### src/rtl/pwm_fader.sv
// Multi-channel PWM generator with per-channel OFF/ON/BLINK/BREATHE effects on a shared counter.
// Duty updates only at period wrap (glitch-free); writes accepted every cycle, no backpressure.
module pwm_fader #(
  parameter int CHANNELS  = 3,
  parameter int BITS      = 8,
  parameter int PRESCALER = 0,
  localparam int CH_W     = (CHANNELS > 1) ? $clog2(CHANNELS) : 1
) (
  input  logic                clk,
  input  logic                rst_n,
  input  logic                wr_en,
  input  logic [CH_W-1:0]     wr_ch,
  input  logic [1:0]          wr_mode,
  input  logic [BITS-1:0]     wr_level,
  output logic [CHANNELS-1:0] pwm,
  output logic                period_start
);

  typedef enum logic [1:0] {
    MODE_OFF     = 2'd0,
    MODE_ON      = 2'd1,
    MODE_BLINK   = 2'd2,
    MODE_BREATHE = 2'd3
  } mode_e;

  localparam logic [CH_W:0] CH_LIMIT = CHANNELS[CH_W:0];

  logic [BITS-1:0] cnt;
  logic            wrap;
  logic            tick;
  logic            wr_valid;

  mode_e           mode_q  [CHANNELS];
  logic [BITS-1:0] level_q [CHANNELS];
  logic [BITS-1:0] duty_q  [CHANNELS];
  logic [BITS-1:0] ramp_q  [CHANNELS];
  logic            dir_q   [CHANNELS];
  logic            phase_q [CHANNELS];

  assign wrap     = (cnt == {BITS{1'b1}});
  assign wr_valid = wr_en && ({1'b0, wr_ch} < CH_LIMIT);

  always_ff @(posedge clk or negedge rst_n) begin
    if (!rst_n) begin
      cnt <= '0;
    end else begin
      cnt <= cnt + 1'b1;
    end
  end

  generate
    if (PRESCALER == 0) begin : g_no_pre
      assign tick = wrap;
    end else begin : g_pre
      logic [PRESCALER-1:0] pre_q;
      always_ff @(posedge clk or negedge rst_n) begin
        if (!rst_n) begin
          pre_q <= '0;
        end else if (wrap) begin
          pre_q <= pre_q + 1'b1;
        end
      end
      assign tick = wrap && (pre_q == {PRESCALER{1'b1}});
    end
  endgenerate

  // Later assignments win: a write overrides the tick update on its channel,
  // while duty_q always samples the pre-write state on a wrap cycle.
  always_ff @(posedge clk or negedge rst_n) begin
    if (!rst_n) begin
      for (int i = 0; i < CHANNELS; i++) begin
        mode_q[i]  <= MODE_OFF;
        level_q[i] <= '0;
        duty_q[i]  <= '0;
        ramp_q[i]  <= '0;
        dir_q[i]   <= 1'b0;
        phase_q[i] <= 1'b0;
      end
    end else begin
      for (int i = 0; i < CHANNELS; i++) begin
        if (wrap) begin
          case (mode_q[i])
            MODE_ON:      duty_q[i] <= level_q[i];
            MODE_BLINK:   duty_q[i] <= phase_q[i] ? level_q[i] : '0;
            MODE_BREATHE: duty_q[i] <= ramp_q[i];
            default:      duty_q[i] <= '0;
          endcase
        end

        if (tick) begin
          if (mode_q[i] == MODE_BLINK) begin
            phase_q[i] <= ~phase_q[i];
          end else if (mode_q[i] == MODE_BREATHE) begin
            if (level_q[i] == '0) begin
              ramp_q[i] <= '0;
              dir_q[i]  <= 1'b0;
            end else if (!dir_q[i]) begin
              if (ramp_q[i] < level_q[i]) begin
                ramp_q[i] <= ramp_q[i] + 1'b1;
              end else begin
                dir_q[i]  <= 1'b1;
                ramp_q[i] <= ramp_q[i] - 1'b1;
              end
            end else begin
              if (ramp_q[i] > '0) begin
                ramp_q[i] <= ramp_q[i] - 1'b1;
              end else begin
                dir_q[i]  <= 1'b0;
                ramp_q[i] <= ramp_q[i] + 1'b1;
              end
            end
          end
        end

        if (wr_valid && (wr_ch == CH_W'(i))) begin
          mode_q[i]  <= mode_e'(wr_mode);
          level_q[i] <= wr_level;
          ramp_q[i]  <= '0;
          dir_q[i]   <= 1'b0;
          phase_q[i] <= 1'b1;
        end
      end
    end
  end

  // Gated by rst_n so outputs drop in the same cycle reset is asserted.
  always_comb begin
    pwm = '0;
    for (int i = 0; i < CHANNELS; i++) begin
      pwm[i] = rst_n && (cnt < duty_q[i]);
    end
  end

  assign period_start = rst_n && (cnt == '0);

endmodule

### config.mk
export PLATFORM = sky130hd
export DESIGN_NAME = pwm_fader
export DESIGN_NICKNAME = d
export VERILOG_FILES = /design/src/rtl/pwm_fader.sv
export SDC_FILE = /design/constraint.sdc
export NUM_CORES = 1
export LEC_CHECK = 0
export ABC_AREA = 1
export CORE_MARGIN = 2
export CORE_UTILIZATION = 45
export CTS_CLUSTER_DIAMETER = 100
export DETAILED_ROUTE_END_ITERATION = 6
export PLACE_DENSITY = 0.7
export SLEW_MARGIN = 10
export SYNTH_ARGS = -nofsm -noshare
export SYNTH_HDL_FRONTEND = slang
export SYNTH_SLANG_ARGS = --single-unit
export TNS_END_PERCENT = 100
### constraint.sdc
create_clock -name clk -period 2 [get_ports clk]
set_input_delay 0.4 -clock clk [delete_from_list [all_inputs] [get_ports clk]]
set_output_delay 0.4 -clock clk [all_outputs]
set_load 0.01 [all_outputs]
==> results by group, run 1 <==
STA
  • Fmax achieved: 480 MHz
  • Worst-Margin Slew: between 0.5 and 0.6 ns
  • RSZ-0062 raised after global routing: yes
  • Relative slew slack: 0.623
  • Fin. max-slew vios: 0
  • Period utilization: 1.04
  • Final Critical Period: 2.08 ns
  • Endpoints failing hold: 0
  • Final setup violation count: 4
  • Layout Skew: ~0.0043 ns
  • Final worst slack: -0.0848 ns

Setup path
  • Required time of the worst setup path: ~1.6 ns
  • Critical Path Slowest Stage Cell: dfrtp_2
  • R2R depth: 11
  • Ordered cell list for the critical path: buf_6 > ha_4 > o21ai_2 > nand2_1 > nand3_2 > a21oi_2 > nor3b_2 > buf_2
  • Kind of critical path: flip-flop to primary output
  • Critical path arrival: around 1.7 ns
  • Critical path's largest stage delay: around 0.44 ns
  • Worst Setup Start Kind: flip-flop
  • Setup crit end kind: primary output
  • Crit-path max FO: 4

Floorplanning
  • CORE AREA: between 10,000 and 15,000 µm²
  • Die ar.: ~14,000 µm²
  • Initial Util: 0.457
  • Die height: 120 µm
  • Die extent in x: 120 µm
  • IO Pins: 19
  • Row count: 42

Power
  • Cell Pwr Density: around 620 nW/µm²
  • Pleak: approximately 3.7 nW
  • Overall Power: between 4 and 5 mW
  • Worst vdd ir: 0.386 mV

Drt
  • Pre-Repair DR Iteration Count: 4
  • DR DRC count: 0
  • 1st-iter DRT viols: ~340
  • Vias: about 5,300
  • Detail Route Antenna Nets: 0
  • DR WL/cell: 14.5 µm
  • Post-Route WL: between 15,000 and 20,000 µm
  • Detail-routed via count per cell: 5.14

GRT
  • Total Routing Usage GR: 0.218
  • Pin count of the biggest net entering global routing: 45
  • Vias in the first global route: 5,021
  • Gr ovfl total: 0
  • Initial antenna violation count: 0
  • First-pass GRT wire length: 24,800 µm

Worst hold path
  • HP Class: input port to asynchronous set/reset pin

Clocking
  • Clock Latency Late Sink: ~0.34 ns
  • Max Buffers Root-to-Sink: 2
  • Clock net sink count: 92
  • Clock transition at path regs: ~0.070 ns
  • CTS Buf Count: 9
  • CTS tree: yes
  • H-tree depth: 3
  • Root Driver: clkbuf_16

Placement
  • Place WS: -0.230 ns
  • Port-buffer cells: 18
  • DP HPWL: between 10,000 and 15,000 µm
  • Gpl congestion: approximately 0.91

Logic synthesis
  • Synth async-reset ratio: 1.00
  • Sequential fraction of the synthesis area: 0.383
  • Synth cell types: 35
  • List of most frequent post-synthesis cells: nand2_1, inv_1, dfrtp_1, o21ai_0, nand3_1
  • Synth warn: 0
  • Mapped Area: 6010 µm²
  • Syn avg cell area: between 7 and 8 µm²
  • Flop and latch count out of synthesis: 92
  • Count leader, synth: nand2_1
  • Post-synth top area cell: dfrtp_1
  • Synth top area cells: dfrtp_1, nand2_1, ha_1, inv_1, o21ai_0
  • Number of synthesized flops with an enable pin: 0
  • Cells after synthesis: around 780
  • Main synth FF type: dfrtp_1
  • Yosys top cell area share: 0.383
  • Syn nets: 849

Outcome
  • Failing checks: negative setup slack
  • Status: complete, but fails checks

Cells and area
  • Area grow syn2layout: 22.6%
  • Fin util: 0.560
  • Nets: ~900
  • Antenna diodes: 0
  • Layout cell share with drive strength beyond 1: 0.177
  • Fillers: roughly 1,200

Flow run
  • Max-cap violation count: 0
## final timing paths
kind	startpoint	endpoint	slack, ns
max in group asynchronous	rst_n	ramp_q[3]$_DFFE_PN0P_	0.85
max reg2reg	cnt[6]$_DFF_PN0_	ramp_q[8]$_DFFE_PN0P_	0.06
min reg2reg	duty_q[15]$_DFFE_PN0P_	duty_q[15]$_DFFE_PN0P_	0.49
min in group clk	duty_q[15]$_DFFE_PN0P_	duty_q[15]$_DFFE_PN0P_	0.49
max	cnt[1]$_DFF_PN0_	pwm[0]	-0.08
min	rst_n	cnt[4]$_DFF_PN0_	0.01
## kinds of logic (layout without fill, tap and decap cells)
family,after synthesis,count (layout),share of synthesized area
and+or+nand+nor,348,348,0.259
buffers and inverters,131,211,0.0845
AOI/OAI and AO/OA,123,123,0.113
DFF,92,92,0.383
adders and majority gates,53,53,0.110
xor gates and xnor gates,34,34,0.0496
## placed cells by master, fill, tap and decap left out, types with 8 or more instances in the layout
master,count
nand4_1,10
ha_1,43
o22ai_1,10
inv_1,104
a21oi_1,11
dfrtp_1,87
o21ai_0,67
ha_4,10
a21oi_2,11
xor2_1,27
a22oi_1,14
nand3_1,64
clkdlybuf4s50_1,13
inv_2,8
buf_4,56
clkbuf_16,9
nor2_1,29
nand2_1,207
## layout make-up
| class | count | area (µm²) | area share |
|---|---|---|---|
| Clock inverter | 7 | 91.3 | 0.0124 |
| Sequential cell | 92 | 2310 | 0.314 |
| Timing Repair inverter | 1 | 6.26 | 0.000850 |
| Inverter | 115 | 444 | 0.0603 |
| Multi-Input combinational cell | 558 | 3420 | 0.465 |
| Tap cell | 176 | 220 | 0.0299 |
| Timing Repair Buffer | 79 | 647 | 0.0879 |
| Clock buffer | 9 | 225 | 0.0306 |
## where the power goes
part | leakage, nW | total (mW) | internal, mW | switching [mW]
Clock | 0.155 | 1.84 | 1.09 | 0.747
Combinational | 2.37 | 0.691 | 0.239 | 0.452
Sequential | 1.20 | 2.03 | 1.97 | 0.0662
Total | 3.72 | 4.56 | 3.30 | 1.26
## registers in the layout, summed over array words and instances, names as in the netlist
name     count
cnt          8
level_q     24
phase_q      3
mode_q       6
dir_q        3
ramp_q      24
duty_q      24
## per-layer routing
metal | up-vias | track usage | routed length [µm]
met5 | - | 0 | 0
met4 | 0 | 0.0721 | 255
met3 | 17 | 0.0242 | 648
met2 | 118 | 0.337 | 7000
met1 | 2491 | 0.321 | 7180
li1 | 2707 | - | -
## critical path, delay by kind of cell, from the launching register on
kind	cells	cell delay, ns
buf+inv	2	0.28
flops	1	0.44
simple gates	3	0.31
fa+ha+maj	1	0.20
compound gates	2	0.10
## stage by stage
stage | setup TNS (ns) | hold WS (ns) | instances | cell area, µm²
final | -0.321 | 0.0113 | 1037 | 7360
after floorplan | 0 | 0.104 | 781 | 6010
after global placement | -0.644 | 0.379 | 1002 | 6670
after detailed placement | -0.748 | 0.378 | 1002 | 6670
after CTS | -0.370 | 0.0102 | 1023 | 7160
after global routing | -0.673 | 0.0225 | 1037 | 7360
## timing repair
action,CTS,global route
hold buffers,0,0
pin swaps,11,13
resized for setup,43,26
endpoints found under the setup margin,4,31
gates cloned,0,1
buffers inserted,5,13
Note: power is estimated with default switching activity, not from simulation.
==> run 2: changes to the inputs <==
--- a/config.mk
+++ b/config.mk
@@ -6,11 +6,12 @@
 export NUM_CORES = 1
 export LEC_CHECK = 0
 export ABC_AREA = 1
-export CORE_MARGIN = 2
-export CORE_UTILIZATION = 45
+export CORE_MARGIN = 1
+export CORE_UTILIZATION = 55
 export CTS_CLUSTER_DIAMETER = 100
 export DETAILED_ROUTE_END_ITERATION = 6
-export PLACE_DENSITY = 0.7
+export GPL_TIMING_DRIVEN = 1
+export PLACE_DENSITY = 0.82
 export SLEW_MARGIN = 10
 export SYNTH_ARGS = -nofsm -noshare
 export SYNTH_HDL_FRONTEND = slang
==> run 2 against run 1 <==
Against the previous run:
- die area down 21%
- fmax down 4.2%
- worst setup slack worse by 0.090 ns
- the flow still finishes with violations (negative setup slack)
- sequential share of layout area up 1.3 points
- combinational power up 3%
- power down 9.2%
- global-route usage up 7.5 points
- critical path depth unchanged
- clock skew up 0.0045 ns
- critical endpoint unchanged
==> results by group, run 2 (same netlist as run 1, synthesis figures left out) <==
Worst hold path
  • Min-delay src: cnt[0]$_DFF_PN0_
  • HP Class: flip-flop to flip-flop
  • Hold depth: 1
  • Hold endpoint: cnt[0]$_DFF_PN0_

Setup path
  • Kind of critical path: flip-flop to primary output
  • Critical path arrival: 1.78 ns (+0.10 ns)
  • R2r startpoint: cnt[1]$_DFF_PN0_
  • Setup crit end kind: primary output
  • Worst Setup Start Kind: flip-flop
  • Ordered cell list for the critical path: buf_6 > ha_4 > o21ai_2 > nand2_1 > nand3_2 > a21oi_2 > nor3b_2 > buf_2
  • Worst R2R Setup Slack: 0.02 ns (-0.04 ns)
  • Crit-path leading delay family: flip-flops
  • Crit-path max FO: 4 (unchanged)
  • CP Buf/Inv Count: 2 (unchanged)
  • Required time of the worst setup path: 1.60 ns (about the same)
  • R2R depth: 11 (unchanged)
  • R2r endpoint: ramp_q[22]$_DFFE_PN0P_
  • Critical path's largest stage delay: 0.44 ns (about the same)
  • Critical Path Slowest Stage Cell: dfrtp_1

STA
  • Endpoints failing hold: 0 (unchanged)
  • Fin. max-slew vios: 0 (unchanged)
  • RSZ-0062 raised after global routing: yes
  • Relative slew slack: 0.626 (+0.00332)
  • TNS Setup: -0.425 ns (-0.103 ns)
  • Final setup violation count: 3 (-1)
  • Layout Skew: 0.00882 ns (+0.00454 ns)
  • Hold slack: 0.473 ns (+0.462 ns)
  • Final worst slack: -0.175 ns (-0.0905 ns)
  • Period utilization: 1.09 (+0.0452)
  • Final Critical Period: 2.18 ns (+0.0905 ns)
  • Worst-Margin Slew: 0.561 ns (-0.00498 ns)
  • Fmax achieved: 460 MHz (-4.2%)

GRT
  • Total Routing Usage GR: 0.293 (+0.0747)
  • Vias in the first global route: 5,404 (+7.6%)
  • Gr ovfl total: 0 (unchanged)
  • Initial antenna violation count: 0 (unchanged)
  • First-pass GRT wire length: 26,100 µm (+5.1%)
  • Pin count of the biggest net entering global routing: 45 (unchanged)

Clocking
  • Root Driver: clkbuf_8
  • H-tree depth: 3 (unchanged)
  • CTS tree: yes
  • Max Buffers Root-to-Sink: 2 (unchanged)
  • Clock Latency Late Sink: 0.37 ns (+0.03 ns)
  • CTS Buf Count: 9 (unchanged)
  • Clock net sink count: 92 (unchanged)
  • Clock transition at path regs: 0.09 ns (+0.02 ns)

Cells and area
  • Leading cell type in the layout, fill and taps excluded: nand2_1
  • Layout cell share with drive strength beyond 1: 0.151 (-0.0259)
  • FF/Latch Area: 2310 µm² (about the same)
  • Fillers: 837 (-32%)
  • Area grow syn2layout: 17.9%
  • Antenna diodes: 0 (unchanged)
  • Most frequent cells in the layout: nand2_1, inv_1, dfrtp_1
  • Multi-input logic area: 3430 µm² (+0.22%)
  • Fin util: 0.677 (+0.117)
  • Nets: 906 (-1.9%)
  • Largest regs: duty_q: 24 flops, level_q: 24 flops, ramp_q: 24 flops

Placement
  • DP HPWL: 11,000 µm (+2.7%)
  • Gpl congestion: 0.952 (+4.8%)
  • Place WS: -0.244 ns (-0.0138 ns)
  • Port-buffer cells: 18 (unchanged)

Power
  • Combinational share of power: 0.171 (+0.020)
  • Pleak: 3.56 nW (-4.3%)
  • Worst vdd ir: 0.513 mV (+33%)
  • Sw Ratio: 0.289 (+0.0120)
  • Flop pwr share: 0.491 (+0.045)
  • Clock power frac: 0.338 (-0.065)
  • Overall Power: 4.14 mW (-9.2%)
  • Switching Power: 1.20 mW (-5.3%)
  • Int Power: 2.94 mW (-11%)
  • Cell Pwr Density: 585 nW/µm² (-5.6%)

Outcome
  • Failing checks: negative setup slack
  • Status: complete, but fails checks

Drt
  • Detail-routed via count per cell: 5.74 (+12%)
  • Vias: 5,622 (+5.4%)
  • Pre-Repair DR Iteration Count: 5 (+1)
  • DR DRC count: 0 (unchanged)
  • DR WL/cell: 16.1 µm (+11%)
  • 1st-iter DRT viols: 492 (+44%)
  • Post-Route WL: 15,700 µm (+4.4%)
  • Detail Route Antenna Nets: 0 (unchanged)

Floorplanning
  • Die extent in x: 107 µm (-11%)
  • Die height: 107 µm (-11%)
  • Die ar.: 11,300 µm² (-21%)
  • Initial Util: 0.574 (+0.117)
  • CORE AREA: 10,500 µm² (-20%)
  • IO Pins: 19 (unchanged)
  • Row count: 37 (-12%)

Flow run
  • Max-cap violation count: 0 (unchanged)
==> run 2: how the worst max path moves through the flow <==
| stage | from | end | slack, ns | cells past startpoint |
|---|---|---|---|---|
| after floorplan | cnt[5]$_DFF_PN0_ | pwm[0] | 0.30 | 4 |
| after global placement | cnt[7]$_DFF_PN0_ | pwm[2] | -0.23 | 5 |
| after detailed placement | cnt[7]$_DFF_PN0_ | pwm[2] | -0.24 | 5 |
| after CTS | cnt[1]$_DFF_PN0_ | pwm[2] | -0.13 | 8 |
| after global routing | cnt[7]$_DFF_PN0_ | pwm[1] | -0.20 | 6 |
| final | cnt[1]$_DFF_PN0_ | pwm[0] | -0.18 | 8 |
==> run 2: cell type report <==
type	count	share of cell area
Multi-Input combinational cell	558	0.484
Sequential cell	92	0.326
Timing Repair Buffer	62	0.0736
Inverter	115	0.0616
Tap cell	136	0.0240
Clock buffer	12	0.0205
Clock inverter	4	0.0102
==> run 2: repair_timing <==
| action | in CTS | in global routing |
|---|---|---|
| pin swaps | 12 | 9 |
| hold buffers | 1 | 0 |
| resized for setup | 47 | 18 |
| gates cloned | 0 | 0 |
| hold endpoints to repair | 6 | 0 |
| setup endpoints to repair | 4 | 25 |
| buffers inserted | 8 | 3 |
==> run 2: through the flow <==
stage                     instances  area [µm²]
final                           979        7080
after global routing            979        7080
after CTS                       976        6960
after detailed placement        951        6530
after global placement          951        6530
after floorplan                 781        6010
==> run 2: power by group through the flow <==
stage               registers, mW  logic, mW  clock network [mW]
floorplan                    2.05      0.435                   0
global placement             2.06      0.651                   0
detailed placement           2.07      0.678                   0
CTS                          2.03      0.689                1.41
global route                 2.04      0.801                1.48
finish                       2.03      0.710                1.40
==> run 2: per-layer routing <==
metal  vias to the layer above  track usage  part of all wire
li1                       2660            -                 -
met1                      2645        0.392              0.42
met2                       265        0.471              0.48
met3                        52       0.0466             0.070
met4                         0        0.127             0.030
met5                         -            0                 0
==> run 3: changes to the inputs <==
--- a/config.mk
+++ b/config.mk
@@ -7,11 +7,11 @@
 export LEC_CHECK = 0
 export ABC_AREA = 1
 export CORE_MARGIN = 1
-export CORE_UTILIZATION = 55
+export CORE_UTILIZATION = 45
 export CTS_CLUSTER_DIAMETER = 100
 export DETAILED_ROUTE_END_ITERATION = 6
 export GPL_TIMING_DRIVEN = 1
-export PLACE_DENSITY = 0.82
+export PLACE_DENSITY = 0.7
 export SLEW_MARGIN = 10
 export SYNTH_ARGS = -nofsm -noshare
 export SYNTH_HDL_FRONTEND = slang
==> run 3 against run 2 <==
Against the previous run:
- the flow still finishes with violations (negative setup slack)
- final cell count is 4.4% higher
- utilization shrank 11 points
- design area grew 2.3%
- largest cell class unchanged
- sequential power hardly changed
- sequential share of layout area is 0.81 points lower
- worst hold slack got worse by 0.070 ns
- combinational power fell by 2%
- clock-buffer cell count decreased by 1
- die area rose by 22%
==> results by group, run 3 (same netlist as run 1, synthesis figures left out) <==
Outcome
  • Status: complete, but fails checks
  • Failing checks: negative setup slack

Power
  • Pleak: 3.65 nW (+2.4%)
  • Worst vdd ir: 0.409 mV (-20%)
  • Overall Power: 4.67 mW (+13%)
  • Cell Pwr Density: 644 nW/µm² (+10%)

Setup path
  • Required time of the worst setup path: 1.60 ns (about the same)
  • R2r endpoint: ramp_q[22]$_DFFE_PN0P_
  • CP Buf/Inv Count: 1 (-1)
  • Crit-path max FO: 4 (unchanged)
  • Critical path's largest stage delay: 0.48 ns (+0.04 ns)
  • Ordered cell list for the critical path: ha_4 > a21oi_2 > o21a_1 > nor3b_4 > buf_2
  • R2R depth: 11 (unchanged)
  • Setup crit end kind: primary output
  • Critical Path Slowest Stage Cell: dfrtp_2
  • Crit-path leading delay family: flip-flops
  • Worst Setup Start Kind: flip-flop
  • Critical path arrival: 1.70 ns (-0.08 ns)
  • Kind of critical path: flip-flop to primary output
  • R2r startpoint: cnt[0]$_DFF_PN0_
  • Worst R2R Setup Slack: 0.12 ns (+0.10 ns)

Drt
  • DR WL/cell: 14.5 µm (-9.9%)
  • DR DRC count: 0 (unchanged)
  • Pre-Repair DR Iteration Count: 5 (unchanged)
  • Detail Route Antenna Nets: 0 (unchanged)
  • Vias: 5,269 (-6.3%)
  • Post-Route WL: 14,800 µm (-6.0%)
  • 1st-iter DRT viols: 406 (-17%)
  • Detail-routed via count per cell: 5.16 (-10%)

Clocking
  • Clock net sink count: 92 (unchanged)
  • Clock Latency Late Sink: 0.35 ns (-0.02 ns)
  • H-tree depth: 3 (unchanged)
  • CTS tree: yes
  • Root Driver: clkbuf_16
  • CTS Buf Count: 9 (unchanged)
  • Max Buffers Root-to-Sink: 2 (unchanged)
  • Clock transition at path regs: 0.07 ns (-0.02 ns)

STA
  • Final Critical Period: 2.10 ns (-0.0723 ns)
  • RSZ-0062 raised after global routing: yes
  • Layout Skew: 0.0120 ns (+0.00320 ns)
  • Fmax achieved: 476 MHz (+3.4%)
  • Final setup violation count: 4 (+1)
  • Hold slack: 0.403 ns (-0.0696 ns)
  • Period utilization: 1.05 (-0.0362)
  • Worst-Margin Slew: 0.551 ns (-0.00986 ns)
  • Endpoints failing hold: 0 (unchanged)
  • Final worst slack: -0.103 ns (+0.0723 ns)
  • Fin. max-slew vios: 0 (unchanged)
  • Relative slew slack: 0.633 (+0.00657)

Floorplanning
  • IO Pins: 19 (unchanged)
  • Row count: 41 (+11%)
  • Die extent in x: 118 µm (+10%)
  • Initial Util: 0.468 (-0.106)
  • CORE AREA: 12,800 µm² (+23%)
  • Die ar.: 13,800 µm² (+22%)
  • Die height: 118 µm (+10%)

GRT
  • Initial antenna violation count: 0 (unchanged)
  • First-pass GRT wire length: 24,800 µm (-5.1%)
  • Gr ovfl total: 0 (unchanged)
  • Pin count of the biggest net entering global routing: 43 (-4.4%)
  • Vias in the first global route: 5,028 (-7.0%)
  • Total Routing Usage GR: 0.224 (-0.0691)

Flow run
  • Max-cap violation count: 0 (unchanged)

Placement
  • Gpl congestion: 0.851 (-11%)
  • Place WS: -0.232 ns (+0.0126 ns)
  • Port-buffer cells: 18 (unchanged)
  • DP HPWL: 10,400 µm (-5.2%)

Cells and area
  • Largest regs: duty_q: 24 flops, level_q: 24 flops, ramp_q: 24 flops
  • Leading cell type in the layout, fill and taps excluded: nand2_1
  • Nets: 913 (+0.77%)
  • Area grow syn2layout: 20.7%
  • Antenna diodes: 0 (unchanged)
  • Layout cell share with drive strength beyond 1: 0.152 (+0.00111)
  • Most frequent cells in the layout: nand2_1, inv_1, dfrtp_1

Worst hold path
  • HP Class: input port to asynchronous set/reset pin
-- run 3: power breakdown --
part           internal [mW]  switching [mW]
sequential              1.97          0.0671
clock                   1.17           0.768
combinational          0.240           0.458
-- run 3: worst max-delay path by stage --
stage	start	end	depth (start not counted)
CTS	cnt[1]$_DFF_PN0_	pwm[0]	7
detailed placement	cnt[7]$_DFF_PN0_	pwm[0]	5
finish	cnt[7]$_DFF_PN0_	pwm[0]	5
floorplan	cnt[5]$_DFF_PN0_	pwm[0]	4
global placement	cnt[7]$_DFF_PN0_	pwm[0]	5
global route	cnt[1]$_DFF_PN0_	pwm[2]	7
-- run 3: layout make-up --
type,count,area (µm²)
multi-input combinational,558,3390
fill,1175,5580
timing repair buffer,69,563
tap,172,215
clock inverter,5,83.8
sequential,92,2300
inverter,115,444
clock buffer,11,253
-- run 3: metal layers --
layer	global-route usage	up-vias	wire length, µm
met5	0	-	0
met4	0.0833	0	260
met3	0.0281	20	638
met2	0.346	132	6640
met1	0.321	2435	7260
li1	-	2682	-
-- run 3: what timing repair did --
action	in CTS	in global routing
buffers inserted	2	4
setup endpoints to repair	4	27
hold endpoints to repair	2	0
pin swaps	23	9
gates resized for setup	39	15
hold buffers	1	0
-- run 3: metrics by stage --
step | utilization | instance area, µm² | instances | setup TNS [ns]
4_1_cts | 0.557 | 7140 | 1018 | -0.187
2_1_floorplan | - | 6010 | 781 | 0
3_3_place_gp | 0.520 | 6670 | 999 | -0.593
5_1_grt | 0.565 | 7250 | 1022 | -0.562
6_report | 0.565 | 7250 | 1022 | -0.216
3_5_place_dp | 0.520 | 6670 | 999 | -0.660
